==> src/rtl/ps2_host_tx.sv <==
`default_nettype none
// ============================================================================
//  Module   : ps2_host_tx
//  Brief    : PS/2 host-to-device byte transmitter (request-to-send, shift,
//             ACK check) driving open-collector CLK/DATA enables.
//  Revision : 1.0  initial release
// ============================================================================
module ps2_host_tx #(
    parameter int INHIBIT_CYCLES     = 5000,
    parameter int START_HOLD_CYCLES  = 50,
    parameter int FIRST_EDGE_TIMEOUT = 750000,
    parameter int EDGE_TIMEOUT       = 100000,
    parameter int FILTER_LEN         = 4
) (
    input  logic       CLOCK_50,
    input  logic       reset,
    input  logic [7:0] tx_data,
    input  logic       tx_start,
    input  logic       ps2_clk_in,
    input  logic       ps2_dat_in,
    output logic       ps2_clk_oe,
    output logic       ps2_dat_oe,
    output logic       busy,
    output logic       tx_done,
    output logic       tx_error
);
    localparam int c_MAX_A = (INHIBIT_CYCLES > START_HOLD_CYCLES) ? INHIBIT_CYCLES : START_HOLD_CYCLES;
    localparam int c_MAX_B = (FIRST_EDGE_TIMEOUT > EDGE_TIMEOUT) ? FIRST_EDGE_TIMEOUT : EDGE_TIMEOUT;
    localparam int c_TMAX  = (c_MAX_A > c_MAX_B) ? c_MAX_A : c_MAX_B;
    localparam int c_TW    = $clog2(c_TMAX + 1);
    localparam int c_FW    = $clog2(FILTER_LEN + 1);

    typedef enum logic [2:0] {
        S_IDLE      = 3'd0,
        S_INHIBIT   = 3'd1,
        S_REQ       = 3'd2,
        S_SEND      = 3'd3,
        S_ACK       = 3'd4,
        S_WAIT_IDLE = 3'd5,
        S_DONE      = 3'd6,
        S_ERROR     = 3'd7
    } state_t;

    state_t          r_state;
    logic            r_clk_s1, r_clk_s2, r_dat_s1, r_dat_s2;
    logic            r_clk_filt;
    logic [c_FW-1:0] r_filt_cnt;
    logic            r_fall;
    logic [9:0]      r_frame;
    logic [3:0]      r_idx;
    logic [c_TW-1:0] r_timer;

    // Synchronizers and PS2_CLK glitch filter; idle bus level is high.
    always_ff @(posedge CLOCK_50) begin
        if (reset) begin
            r_clk_s1   <= 1'b1;
            r_clk_s2   <= 1'b1;
            r_dat_s1   <= 1'b1;
            r_dat_s2   <= 1'b1;
            r_clk_filt <= 1'b1;
            r_filt_cnt <= '0;
            r_fall     <= 1'b0;
        end else begin
            r_clk_s1 <= ps2_clk_in;
            r_clk_s2 <= r_clk_s1;
            r_dat_s1 <= ps2_dat_in;
            r_dat_s2 <= r_dat_s1;
            r_fall   <= 1'b0;
            if (r_clk_s2 == r_clk_filt) begin
                r_filt_cnt <= '0;
            end else if (r_filt_cnt == c_FW'(FILTER_LEN - 1)) begin
                r_clk_filt <= r_clk_s2;
                r_filt_cnt <= '0;
                r_fall     <= ~r_clk_s2;
            end else begin
                r_filt_cnt <= r_filt_cnt + c_FW'(1);
            end
        end
    end

    // Frame bit 9 is the stop bit stored as 1 so every bit drives oe = ~bit.
    always_ff @(posedge CLOCK_50) begin
        if (reset) begin
            r_state    <= S_IDLE;
            ps2_clk_oe <= 1'b0;
            ps2_dat_oe <= 1'b0;
            busy       <= 1'b0;
            tx_done    <= 1'b0;
            tx_error   <= 1'b0;
            r_frame    <= '0;
            r_idx      <= '0;
            r_timer    <= '0;
        end else begin
            tx_done  <= 1'b0;
            tx_error <= 1'b0;
            case (r_state)
                S_IDLE: begin
                    if (tx_start) begin
                        r_frame    <= {1'b1, ~^tx_data, tx_data};
                        busy       <= 1'b1;
                        ps2_clk_oe <= 1'b1;
                        r_timer    <= c_TW'(INHIBIT_CYCLES - 1);
                        r_state    <= S_INHIBIT;
                    end
                end
                S_INHIBIT: begin
                    if (r_timer == '0) begin
                        ps2_dat_oe <= 1'b1;
                        r_timer    <= c_TW'(START_HOLD_CYCLES - 1);
                        r_state    <= S_REQ;
                    end else begin
                        r_timer <= r_timer - c_TW'(1);
                    end
                end
                S_REQ: begin
                    if (r_timer == '0) begin
                        ps2_clk_oe <= 1'b0;
                        r_idx      <= '0;
                        r_timer    <= c_TW'(FIRST_EDGE_TIMEOUT);
                        r_state    <= S_SEND;
                    end else begin
                        r_timer <= r_timer - c_TW'(1);
                    end
                end
                S_SEND: begin
                    if (r_fall) begin
                        ps2_dat_oe <= ~r_frame[r_idx];
                        r_idx      <= r_idx + 4'd1;
                        r_timer    <= c_TW'(EDGE_TIMEOUT);
                        if (r_idx == 4'd9) begin
                            r_state <= S_ACK;
                        end
                    end else if (r_timer == '0) begin
                        ps2_clk_oe <= 1'b0;
                        ps2_dat_oe <= 1'b0;
                        tx_error   <= 1'b1;
                        r_state    <= S_ERROR;
                    end else begin
                        r_timer <= r_timer - c_TW'(1);
                    end
                end
                S_ACK: begin
                    if (r_fall && !r_dat_s2) begin
                        r_timer <= c_TW'(EDGE_TIMEOUT);
                        r_state <= S_WAIT_IDLE;
                    end else if (r_fall || r_timer == '0) begin
                        ps2_clk_oe <= 1'b0;
                        ps2_dat_oe <= 1'b0;
                        tx_error   <= 1'b1;
                        r_state    <= S_ERROR;
                    end else begin
                        r_timer <= r_timer - c_TW'(1);
                    end
                end
                S_WAIT_IDLE: begin
                    if (r_clk_filt && r_dat_s2) begin
                        tx_done <= 1'b1;
                        r_state <= S_DONE;
                    end else if (r_timer == '0) begin
                        ps2_clk_oe <= 1'b0;
                        ps2_dat_oe <= 1'b0;
                        tx_error   <= 1'b1;
                        r_state    <= S_ERROR;
                    end else begin
                        r_timer <= r_timer - c_TW'(1);
                    end
                end
                S_DONE: begin
                    busy    <= 1'b0;
                    r_state <= S_IDLE;
                end
                S_ERROR: begin
                    busy    <= 1'b0;
                    r_state <= S_IDLE;
                end
                default: r_state <= S_IDLE;
            endcase
        end
    end
endmodule
`default_nettype wire
==> config.mk <==
export PLATFORM = sky130hd
export DESIGN_NAME = ps2_host_tx
export DESIGN_NICKNAME = d
export VERILOG_FILES = /design/src/rtl/ps2_host_tx.sv
export SDC_FILE = /design/constraint.sdc
export NUM_CORES = 1
export LEC_CHECK = 0
export ABC_AREA = 1
export BUFFER_PORTS_ARGS = -buffer_cell sky130_fd_sc_hd__buf_2
export CORE_MARGIN = 2
export CORE_UTILIZATION = 47
export CTS_CLUSTER_SIZE = 10
export DETAILED_ROUTE_END_ITERATION = 6
export GPL_TIMING_DRIVEN = 1
export PLACE_DENSITY_LB_ADDON = 0.2
export SLEW_MARGIN = 0
export SYNTH_ARGS = -nofsm -noshare
export SYNTH_HDL_FRONTEND = slang
export SYNTH_SLANG_ARGS = --single-unit
==> constraint.sdc <==
create_clock -name CLOCK_50 -period 1.9 [get_ports CLOCK_50]
set_clock_uncertainty 0.05 [all_clocks]
set_input_delay 0.38 -clock CLOCK_50 [delete_from_list [all_inputs] [get_ports CLOCK_50]]
set_output_delay 0.38 -clock CLOCK_50 [all_outputs]
set_load 0.03 [all_outputs]
==> summary.md, run 1 <==
| Metric | Value |
|---|---|
| HP Class | input pin to register |
| # DRC | 0 |
| Pwr Total | 5.29 mW |
| Synthesized area per cell | approximately 6.7 um^2 |
| Max Fclk | between 0.5 and 0.6 GHz |
| Post-synthesis register bit count | ~50 |
| HPWL Detailed | 6.11 mm |
| Hold-fix buffers at CTS | 0 |
| Final ANT Viol Nets | 0 |
| RR Startpoint | r_timer[0] |
| Area leader, netlist | dfxtp_1 |
| Core box area | between 6000 and 7000 um^2 |
| Die area | 7400 um^2 |
| Ys Warns | 0 |
| Switching share of power | 0.481 |
| Rel. slew slack | 0.628 |
| Vias in the first global route | 2900 |
| Num ports | 18 |
| Hold Violations, Final | 0 |
| CTS Root Cell | clkbuf_8 |
| CP startpoint kind | register |
| WL met3 | between 400 and 500 um |
| Power per Cell Area | 1460 nW/um^2 |
| Fin nets | ~530 |
| Worst path cell trace | inv_1, ha_4, nand2_2, nor2_4, buf_6, nand2_1, nor2_2, nand2_1, nand3_2, inv_1, nor3_1, nor2_1 |
| Sequential area share after synthesis | 0.323 |
| H-tree depth | 2 |
| Crit end category | register |
| Pins over their slew limit | 0 |
| Commonest cells after routing, fill and taps aside | nand2_1 (119), nor2_1 (50), dfxtp_1 (48) |
| Antenna violations before repair | 0 |
| WL met1 | 3.82 mm |
| Synth area leaders | dfxtp_1 (32%), nand2_1 (14%), nor2_1 (6.3%) |
| Combinational power share | 0.601 |
| Highest-delay cell along the critical path | dfxtp_1 |
| DR WL met2 | roughly 3.6 mm |
| Unique masters post-synth | 39 |
| Cells after Synth | around 470 |
| Drt first pass iters | 5 |
| Total grt overflow | 0 |
| Hold Crit Endpoint | r_dat_s1 |
| DRT iter0 DRCs | about 340 |
| Standard-cell row count | 29 |
| Num CTS Buffers | 5 |
| Fin crit share | 0.970 |
| Async S/R FF share, synth | 0 |
| Initial core utilization | 0.492 |
| Cell internal pwr | ~2.7 mW |
| Worst Max-Slew Pin Slew | roughly 560 ps |
| Clock Sinks | 51 |
| Max Cap Viol | 0 |
| Ratio of cells with drive above 1 in the final layout | 0.222 |
| Clock Path Buffers | 2 |
| CTS tree | built |
| LEAKAGE | roughly 1.7 nW |
| Setup TNS | 0 ps |
| Crit path time final | between 1500 and 2000 ps |
| Hold Crit Depth | 2 |
| Post-synth top area share | 0.323 |
| Ys flop type | dfxtp_1 |
| # port buffers | 17 |
| Worst-Skew Late Latency | around 310 ps |
| Worst Reg-to-Reg Cells | 12 |
| Worst Setup Path Type | register to register |
| Crit path max fanout | 5 |
| Worst vdd ir | about 0.0006 V |
| Routed wire length | 8.04 mm |
| Endpoints failing setup | 0 |
| Clock transition at path regs | 90 ps |
| Final core area utilization | 0.564 |
| Commonest non-fill, non-tap cell in the layout | nand2_1 |
| Gr usage total | 0.229 |
| Highest Signal Layer | met4 |
| Die Width | 86.0 um |
| Share of power burned in registers | 0.278 |
| Hold Crit Start | ps2_dat_in |
| Clock power share | 0.121 |
| Vias after detailed routing | approximately 3200 |
| Largest net degree at the start of global routing | 31 |
| Mapped Area | roughly 3200 um^2 |
| WP data required | 2050 ps |
| Crit path largest cell delay | about 320 ps |
| Critical path arrival | 1990 ps |
| Reg2reg setup slack | about 56 ps |
| P_sw | 2.55 mW |
| Outcome | completed |
| Mapped Nets | between 400 and 500 |
| DR WL/cell | 13.6 um |
| Ant. Diodes | 0 |
| Syn-to-layout area delta | 14.5% |
| Number of synthesized flops with an enable pin | 0 |
| Reg2reg end | r_timer[2] |
| First-pass GRT wire length | 13.5 mm |
| GP Congestion | 0.947 |
| Vias per cell | between 5 and 6 |
| Die height | roughly 86 um |
-- layout make-up --
cell class,instances,area [um^2]
Clock buffer,6,82.6
Fill cell,625,2800
Clock inverter,1,5.00
Timing Repair Buffer,43,284
Sequential cell,51,1020
Tap cell,77,96.3
Inverter,53,201
Multi-Input combinational cell,360,1930
-- what timing repair did --
action / 4_1_cts / 5_1_grt
gates resized for setup: 1 / 12
setup endpoints to repair: 2 / 26
pin swaps: 0 / 3
gates cloned: 0 / 1
setup buffers: 0 / 1
-- stage by stage --
step / hold slack, ps / cell area (um^2) / instances / setup WS (ps)
6_report: 199 / 3620 / 591 / 56.3
3_5_place_dp: 356 / 3480 / 582 / -8.70
5_1_grt: 196 / 3620 / 591 / -29.0
3_3_place_gp: 342 / 3480 / 582 / -11.6
4_1_cts: 199 / 3570 / 589 / 23.8
2_1_floorplan: 339 / 3160 / 471 / 52.5
-- flip-flops by register name, summed over array words and instances, names as in the netlist --
register,flops
r_timer,20
r_frame,10
r_idx,4
r_filt_cnt,3
r_state,3
busy,1
ps2_clk_oe,1
ps2_dat_oe,1
r_clk_filt,1
r_clk_s1,1
r_clk_s2,1
r_dat_s1,1
r_dat_s2,1
r_fall,1
tx_done,1
tx_error,1
-- critical path, delay by kind of cell (launching register included) --
kind / cells / cell delay [ps]
adders and majority gates: 1 / 160
buffers and inverters: 3 / 310
and+or+nand+nor: 8 / 900
DFF: 1 / 320
-- metal layers --
metal | GRT usage | vias to the layer above
met1 | 0.332 | 1443
met5 | 0 | -
met2 | 0.343 | 114
li1 | - | 1609
met4 | 0.0895 | 0
met3 | 0.0327 | 19
-- kinds of logic (layout without fill, tap and decap cells) --
kind of cell / after synthesis / in the layout / synth area share
compound gates: 69 / 69 / 0.119
xor+xnor: 13 / 13 / 0.0360
fa+ha+maj: 7 / 7 / 0.0277
buf+inv: 61 / 103 / 0.0807
flops: 51 / 51 / 0.323
simple gates: 270 / 271 / 0.414
-- synthesized netlist by cell type, types with 8 or more instances --
cell / n
dfxtp_1: 51
o21ai_0: 20
a21oi_1: 37
nor2_1: 53
nand3_1: 39
xnor2_1: 8
nand2_1: 119
inv_1: 45
nor3_1: 10
nand2_2: 8
-- worst max path at each step --
| stage | from | endpoint | cells after the start | slack (ps) |
|---|---|---|---|---|
| after floorplan | r_timer[0] | r_timer[0] | 11 | 50 |
| after global placement | r_timer[1] | r_timer[6] | 12 | -10 |
| after detailed placement | r_timer[1] | r_timer[2] | 12 | -9 |
| after CTS | r_timer[1] | r_timer[2] | 12 | 20 |
| after global routing | r_timer[0] | r_timer[2] | 12 | -30 |
| final | r_timer[0] | r_timer[2] | 12 | 60 |
-- power by group through the flow --
stage,clock network [mW],logic [mW],registers (mW)
after detailed placement,0,3.00,1.48
after global routing,0.692,3.54,1.50
final,0.639,3.18,1.47
after global placement,0,3.01,1.48
after floorplan,0,2.22,1.50
after CTS,0.657,3.02,1.46
Note: power is estimated with default switching activity, not from simulation.
==> run 2, diff against run 1 <==
Clock period 1.9 ns to 2.3 ns, I/O delays scaled along.
==> run 2 against run 1 <==
  * Combinational power decreased by 23%
  * Count of clock-buffer cells in the layout decreased by 1
  * Worst setup slack improved by 120 ps
  * Hold slack improved by 62 ps
  * Largest power group unchanged
==> summary.md, run 2 (same netlist as run 1, synthesis figures left out) <==
| Metric | Value |
|---|---|
| Reg2reg end | r_timer[19] |
| DR WL/cell | 13.4 um (-1.3%) |
| Initial core utilization | 0.492 (unchanged) |
| Die area | 7400 um^2 (unchanged) |
| Clock Path Buffers | 2 (unchanged) |
| Fin crit share | 0.924 (-0.0459) |
| Vias per cell | 5.31 (-1.5%) |
| Cell internal pwr | 2.14 mW (-22%) |
| Gr usage total | 0.221 (-0.00852) |
| Worst path cell trace | inv_1, ha_1, nand2_2, nor2_4, nand3_4, buf_12, nand2_2, nand3_2, nand2_1, nand2_1, nand2_1, a21oi_1 |
| CTS tree | built |
| Num ports | 18 (unchanged) |
| Largest Register | r_timer |
| RSZ-0062 raised after global routing | no |
| Area post-placement | 3310 um^2 (-4.7%) |
| Ant. Diodes | 0 (unchanged) |
| Share of power burned in registers | 0.291 (+0.013) |
| Max Fclk | 0.470 GHz (-13%) |
| Crit path max fanout | 9 (+4) |
| H-tree depth | 2 (unchanged) |
| CTS Root Cell | clkbuf_8 |
| Endpoints failing setup | 0 (unchanged) |
| Crit end category | register |
| Max Cap Viol | 0 (unchanged) |
| Vias in the first global route | 2828 (-2.5%) |
| Multi-input gate area | 1890 um^2 (-2.1%) |
| Switching share of power | 0.496 (+0.0148) |
| P_sw | 2.11 mW (-17%) |
| Crit path largest cell delay | 350 ps (+30 ps) |
| Hold-fix buffers at CTS | 0 (unchanged) |
| Commonest cells after routing, fill and taps aside | nand2_1 (119), nor2_1 (53), dfxtp_1 (51) |
| Clock Sinks | 51 (unchanged) |
| Worst Max-Slew Pin Slew | 557 ps (-0.0162 ps) |
| Final ANT Viol Nets | 0 (unchanged) |
| Crit path time final | 2130 ps (+283 ps) |
| Power per Cell Area | 1230 nW/um^2 (-16%) |
| Die height | 86.0 um (unchanged) |
| Pins over their slew limit | 0 (unchanged) |
| # port buffers | 17 (unchanged) |
| Rel. slew slack | 0.628 (about the same) |
| GP Congestion | 0.990 (+4.6%) |
| Antenna violations before repair | 0 (unchanged) |
| Die Width | 86.0 um (unchanged) |
| Max reg flops | 20 (unchanged) |
| Commonest non-fill, non-tap cell in the layout | nand2_1 |
| Hold_ws | 261 ps (+62.0 ps) |
| Top flop regs | r_timer: 20 flops, r_frame: 10 flops, r_idx: 4 flops |
| Ratio of cells with drive above 1 in the final layout | 0.168 (-0.0538) |
| HPWL Detailed | 5.82 mm (-4.8%) |
| Clock transition at path regs | 110 ps (+20 ps) |
| Clock power share | 0.136 (+0.015) |
| Syn-to-layout area delta | 8.94% |
| Worst vdd ir | 0.000451 V (-23%) |
| HP Class | input pin to register |
| WP data required | 2440 ps (+390 ps) |
| Worst Setup Path Type | register to register |
| Hold Violations, Final | 0 (unchanged) |
| Post-layout instance area | 3450 um^2 (-4.8%) |
| DRT iter0 DRCs | 224 (-33%) |
| Setup TNS | 0 ps (unchanged) |
| Hold Crit Endpoint | r_clk_s1 |
| RR Startpoint | r_timer[0] |
| Core box area | 6420 um^2 (unchanged) |
| Post-CTS sizing | 0 (-1) |
| Outcome | completed |
| # fillers | 637 (+1.9%) |
| Fin nets | 513 (-3.9%) |
| Vias after detailed routing | 3032 (-4.8%) |
| Most Frequent Cell on Critical Path | nand2_1 |
| First-pass GRT wire length | 13.1 mm (-2.4%) |
| Pwr Total | 4.25 mW (-20%) |
| Final setup margin | 174 ps (+117 ps) |
| Reg2reg setup slack | 170 ps (+120 ps) |
| Largest net degree at the start of global routing | 31 (unchanged) |
| Hold Crit Start | ps2_clk_in |
| Critical path arrival | 2270 ps (+280 ps) |
| Standard-cell row count | 29 (unchanged) |
| Num CTS Buffers | 5 (unchanged) |
| Drt first pass iters | 5 (unchanged) |
| Highest-delay cell along the critical path | dfxtp_1 |
| Hold Crit Depth | 2 (unchanged) |
| Worst-Skew Late Latency | 330 ps (+20 ps) |
| Worst Reg-to-Reg Cells | 12 (unchanged) |
| # DRC | 0 (unchanged) |
| Dpl ws | 187 ps (+196 ps) |
| LEAKAGE | 1.60 nW (-5.9%) |
| CP startpoint kind | register |
| Total grt overflow | 0 (unchanged) |
| Routed wire length | 7.67 mm (-4.6%) |
| Combinational power share | 0.573 (-0.028) |
| Register area | 1020 um^2 (-0.37%) |
## run 2: critical path, delay by kind of cell, from the launching register on
kind / cells / cell delay [ps]
buffers and inverters: 2 / 330
DFF: 1 / 350
AOI/OAI and AO/OA: 1 / 50
adders and majority gates: 1 / 220
and+or+nand+nor: 8 / 990
## run 2: worst max path at each step
stage | from | endpoint | slack [ps] | cells after the start
global route | r_timer[0] | r_timer[3] | 30 | 12
CTS | r_timer[0] | r_timer[3] | 130 | 12
detailed placement | r_timer[0] | r_timer[1] | 190 | 11
finish | r_timer[0] | r_timer[19] | 170 | 12
floorplan | r_timer[0] | r_timer[0] | 450 | 11
global placement | r_timer[0] | r_timer[0] | 270 | 11
## run 2: metal layers
| layer | vias to the layer above | wire [um] | track usage |
|---|---|---|---|
| li1 | 1564 | - | - |
| met1 | 1362 | 3730 | 0.297 |
| met2 | 91 | 3410 | 0.352 |
| met3 | 15 | 388 | 0.0404 |
| met4 | 0 | 151 | 0.0823 |
| met5 | - | 0 | 0 |
## run 2: repair_timing
item	CTS	global route
endpoints found under the setup margin	0	14
setup buffers	0	3
hold endpoints to repair	0	0
## run 2: stage by stage
stage          cells  utilization
3_5_place_dp     560        0.516
4_1_cts          568        0.531
3_3_place_gp     560        0.516
6_report         571        0.537
2_1_floorplan    471            -
5_1_grt          571        0.537
## run 2: power groups by stage
stage / registers [mW] / logic (mW) / clock network (mW)
final: 1.24 / 2.44 / 0.577
after floorplan: 1.24 / 1.83 / 0
after detailed placement: 1.25 / 2.32 / 0
after global routing: 1.26 / 2.73 / 0.625
after CTS: 1.23 / 2.33 / 0.587
after global placement: 1.25 / 2.30 / 0
## run 2: final cells by class
class                   instances  share of cell area
multi-input cells             359               0.548
flip-flops and latches         51               0.296
inverters                      53              0.0585
repair buffers                 23              0.0414
well taps                      77              0.0280
clock buffers                   5              0.0200
clock inverters                 3             0.00835
==> run 3, diff against run 2 <==
Settings changed: CELL_PAD_IN_SITES_DETAIL_PLACEMENT set to 1, CELL_PAD_IN_SITES_GLOBAL_PLACEMENT set to 1.
==> run 3 against run 2 <==
  * Design area rose by 0.76%
  * Die area did not move
  * Critical path depth did not move
  * Via count rose by 4.0%
==> summary.md, run 3 (same netlist as run 1, synthesis figures left out) <==
| Metric | Value |
|---|---|
| RR Startpoint | r_timer[0] |
| Gr usage total | 0.265 (+0.0443) |
| Worst path cell trace | inv_1, ha_1, nand2_2, nor2_4, nand3_4, nand2_2, nand2_4, nand2_8, nor2_1, nand2_1, nand2_1, a21oi_1 |
| Crit end category | register |
| Area post-placement | 3310 um^2 (unchanged) |
| Max reg flops | 20 (unchanged) |
| Clock Sinks | 51 (unchanged) |
| Top flop regs | r_timer: 20 flops, r_frame: 10 flops, r_idx: 4 flops |
| DRT iter0 DRCs | 139 (-38%) |
| Standard-cell row count | 29 (unchanged) |
| Clock transition at path regs | 100 ps (about the same) |
| Pwr Total | 4.47 mW (+5.1%) |
| Combinational power share | 0.577 (+0.004) |
| Crit path time final | 2170 ps (+39.1 ps) |
| Switching share of power | 0.495 (-0.00151) |
| Num ports | 18 (unchanged) |
| Vias in the first global route | 3193 (+13%) |
| Final Non-Filler Cells | 574 (+0.53%) |
| Fin crit share | 0.941 (+0.0170) |
| Antenna violations before repair | 0 (unchanged) |
| First-pass GRT wire length | 15.6 mm (+19%) |
| Outcome | completed |
| LEAKAGE | 1.61 nW (+0.74%) |
| # port buffers | 17 (unchanged) |
| Vias after detailed routing | 3153 (+4.0%) |
| Worst vdd ir | 0.000583 V (+29%) |
| Vias per cell | 5.49 (+3.4%) |
| Clock Path Buffers | 2 (unchanged) |
| Endpoints failing setup | 0 (unchanged) |
| Max Cap Viol | 0 (unchanged) |
| Syn-to-layout area delta | 9.77% |
| Post-layout instance area | 3470 um^2 (+0.76%) |
| Num CTS Buffers | 5 (unchanged) |
| GP Congestion | 0.970 (-2.0%) |
| Worst Max-Slew Pin Slew | 545 ps (-12.3 ps) |
| Die area | 7400 um^2 (unchanged) |
| Crit path capture | r_timer[8] |
| Total grt overflow | 0 (unchanged) |
| Largest Register | r_timer |
| Share of power burned in registers | 0.278 (-0.013) |
| Register area | 1020 um^2 (unchanged) |
| Max Fclk | 0.462 GHz (-1.8%) |
| Ratio of cells with drive above 1 in the final layout | 0.173 (+0.00502) |
| Routed wire length | 9.51 mm (+24%) |
| Die height | 86.0 um (unchanged) |
| Initial core utilization | 0.492 (unchanged) |
| Post-placement cell count | 560 (unchanged) |
| H-tree depth | 2 (unchanged) |
| Commonest cells after routing, fill and taps aside | nand2_1 (119), nor2_1 (52), dfxtp_1 (51) |
| Core box area | 6420 um^2 (unchanged) |
| # fillers | 898 (+41%) |
| Crit path largest cell delay | 400 ps (+50 ps) |
| Cell internal pwr | 2.26 mW (+5.4%) |
| P_sw | 2.21 mW (+4.8%) |
| Worst Setup Path Type | register to register |
| CP startpoint kind | register |
| CTS Root Cell | clkbuf_8 |
| Drt first pass iters | 4 (-1) |
| Critical path arrival | 2310 ps (+40 ps) |
| Pins over their slew limit | 0 (unchanged) |
| Largest net degree at the start of global routing | 31 (unchanged) |
| Fin nets | 516 (+0.58%) |
| Rel. slew slack | 0.636 (+0.00821) |
| Hold Violations, Final | 0 (unchanged) |
| Clock power share | 0.145 (+0.009) |
| Final ANT Viol Nets | 0 (unchanged) |
| WP data required | 2440 ps (about the same) |
| Reg2reg setup slack | 130 ps (-40 ps) |
| CTS tree | built |
| HPWL Detailed | 7.26 mm (+25%) |
| Crit path max fanout | 18 (+9) |
| Die Width | 86.0 um (unchanged) |
| Crit. Startpoint | r_timer[0] |
| # DRC | 0 (unchanged) |
| Worst-Skew Late Latency | 320 ps (about the same) |
| Worst Reg-to-Reg Cells | 12 (unchanged) |
| Ant. Diodes | 0 (unchanged) |
| Multi-input gate area | 1890 um^2 (+0.13%) |
| Power per Cell Area | 1290 nW/um^2 (+4.3%) |
| HP Class | input pin to register |
| DR WL/cell | 16.6 um (+23%) |
| Highest-delay cell along the critical path | dfxtp_1 |
| Reg2reg end | r_timer[8] |
| Commonest non-fill, non-tap cell in the layout | nand2_1 |
## run 3: timing repair
item | CTS | global route
hold buffers | 0 | 0
resized for setup | 0 | 2
hold endpoints to repair | 0 | 0
buffers inserted | 0 | 6
endpoints found under the setup margin | 0 | 16
## run 3: final cells by class
type,count,area share
clock inverters,2,0.0112
flip-flops and latches,51,0.294
inverters,53,0.0580
well taps,77,0.0277
multi-input cells,359,0.544
clock buffers,6,0.0209
repair buffers,26,0.0440
## run 3: power by group through the flow
stage | clock network (mW) | logic [mW] | registers (mW)
after floorplan | 0 | 1.83 | 1.24
after global placement | 0 | 2.36 | 1.25
after detailed placement | 0 | 2.42 | 1.26
after CTS | 0.664 | 2.45 | 1.24
after global routing | 0.695 | 2.84 | 1.27
final | 0.648 | 2.58 | 1.24
## run 3: metal layers
metal / up-vias / global-route usage / share of wire
li1: 1572 / - / -
met1: 1521 / 0.345 / 0.46
met2: 50 / 0.469 / 0.49
met3: 10 / 0.0298 / 0.035
met4: 0 / 0.0620 / 0.013
met5: - / 0 / 0
## run 3: metrics by stage
step / TNS (ps) / hold WS, ps / util / setup WS (ps)
3_3_place_gp: 0 / 342 / 0.516 / 240
3_5_place_dp: 0 / 348 / 0.516 / 117
2_1_floorplan: 0 / 339 / - / 453
4_1_cts: 0 / 271 / 0.533 / 72.0
5_1_grt: -34.4 / 281 / 0.541 / -17.7
6_report: 0 / 274 / 0.541 / 135
## run 3: worst min path at each step
| stage | slack [ps] | to | cells past startpoint | start |
|---|---|---|---|---|
| 6_report | 270 | r_dat_s1 | 2 | ps2_dat_in |
| 5_1_grt | 280 | r_dat_s1 | 2 | ps2_dat_in |
| 4_1_cts | 270 | r_dat_s1 | 2 | ps2_dat_in |
| 3_5_place_dp | 350 | r_dat_s2 | 1 | r_dat_s1 |
| 3_3_place_gp | 340 | r_clk_s2 | 1 | r_clk_s1 |
| 2_1_floorplan | 340 | r_clk_s2 | 1 | r_clk_s1 |
## run 3: worst max-delay path, delay by kind of cell (launching register included)
family	cells	cell delay, ps
AO/OA/AOI/OAI	1	60
flip-flops	1	400
buffers and inverters	1	120
adder cells (fa/ha/maj)	1	250
AND/OR/NAND/NOR	9	1170
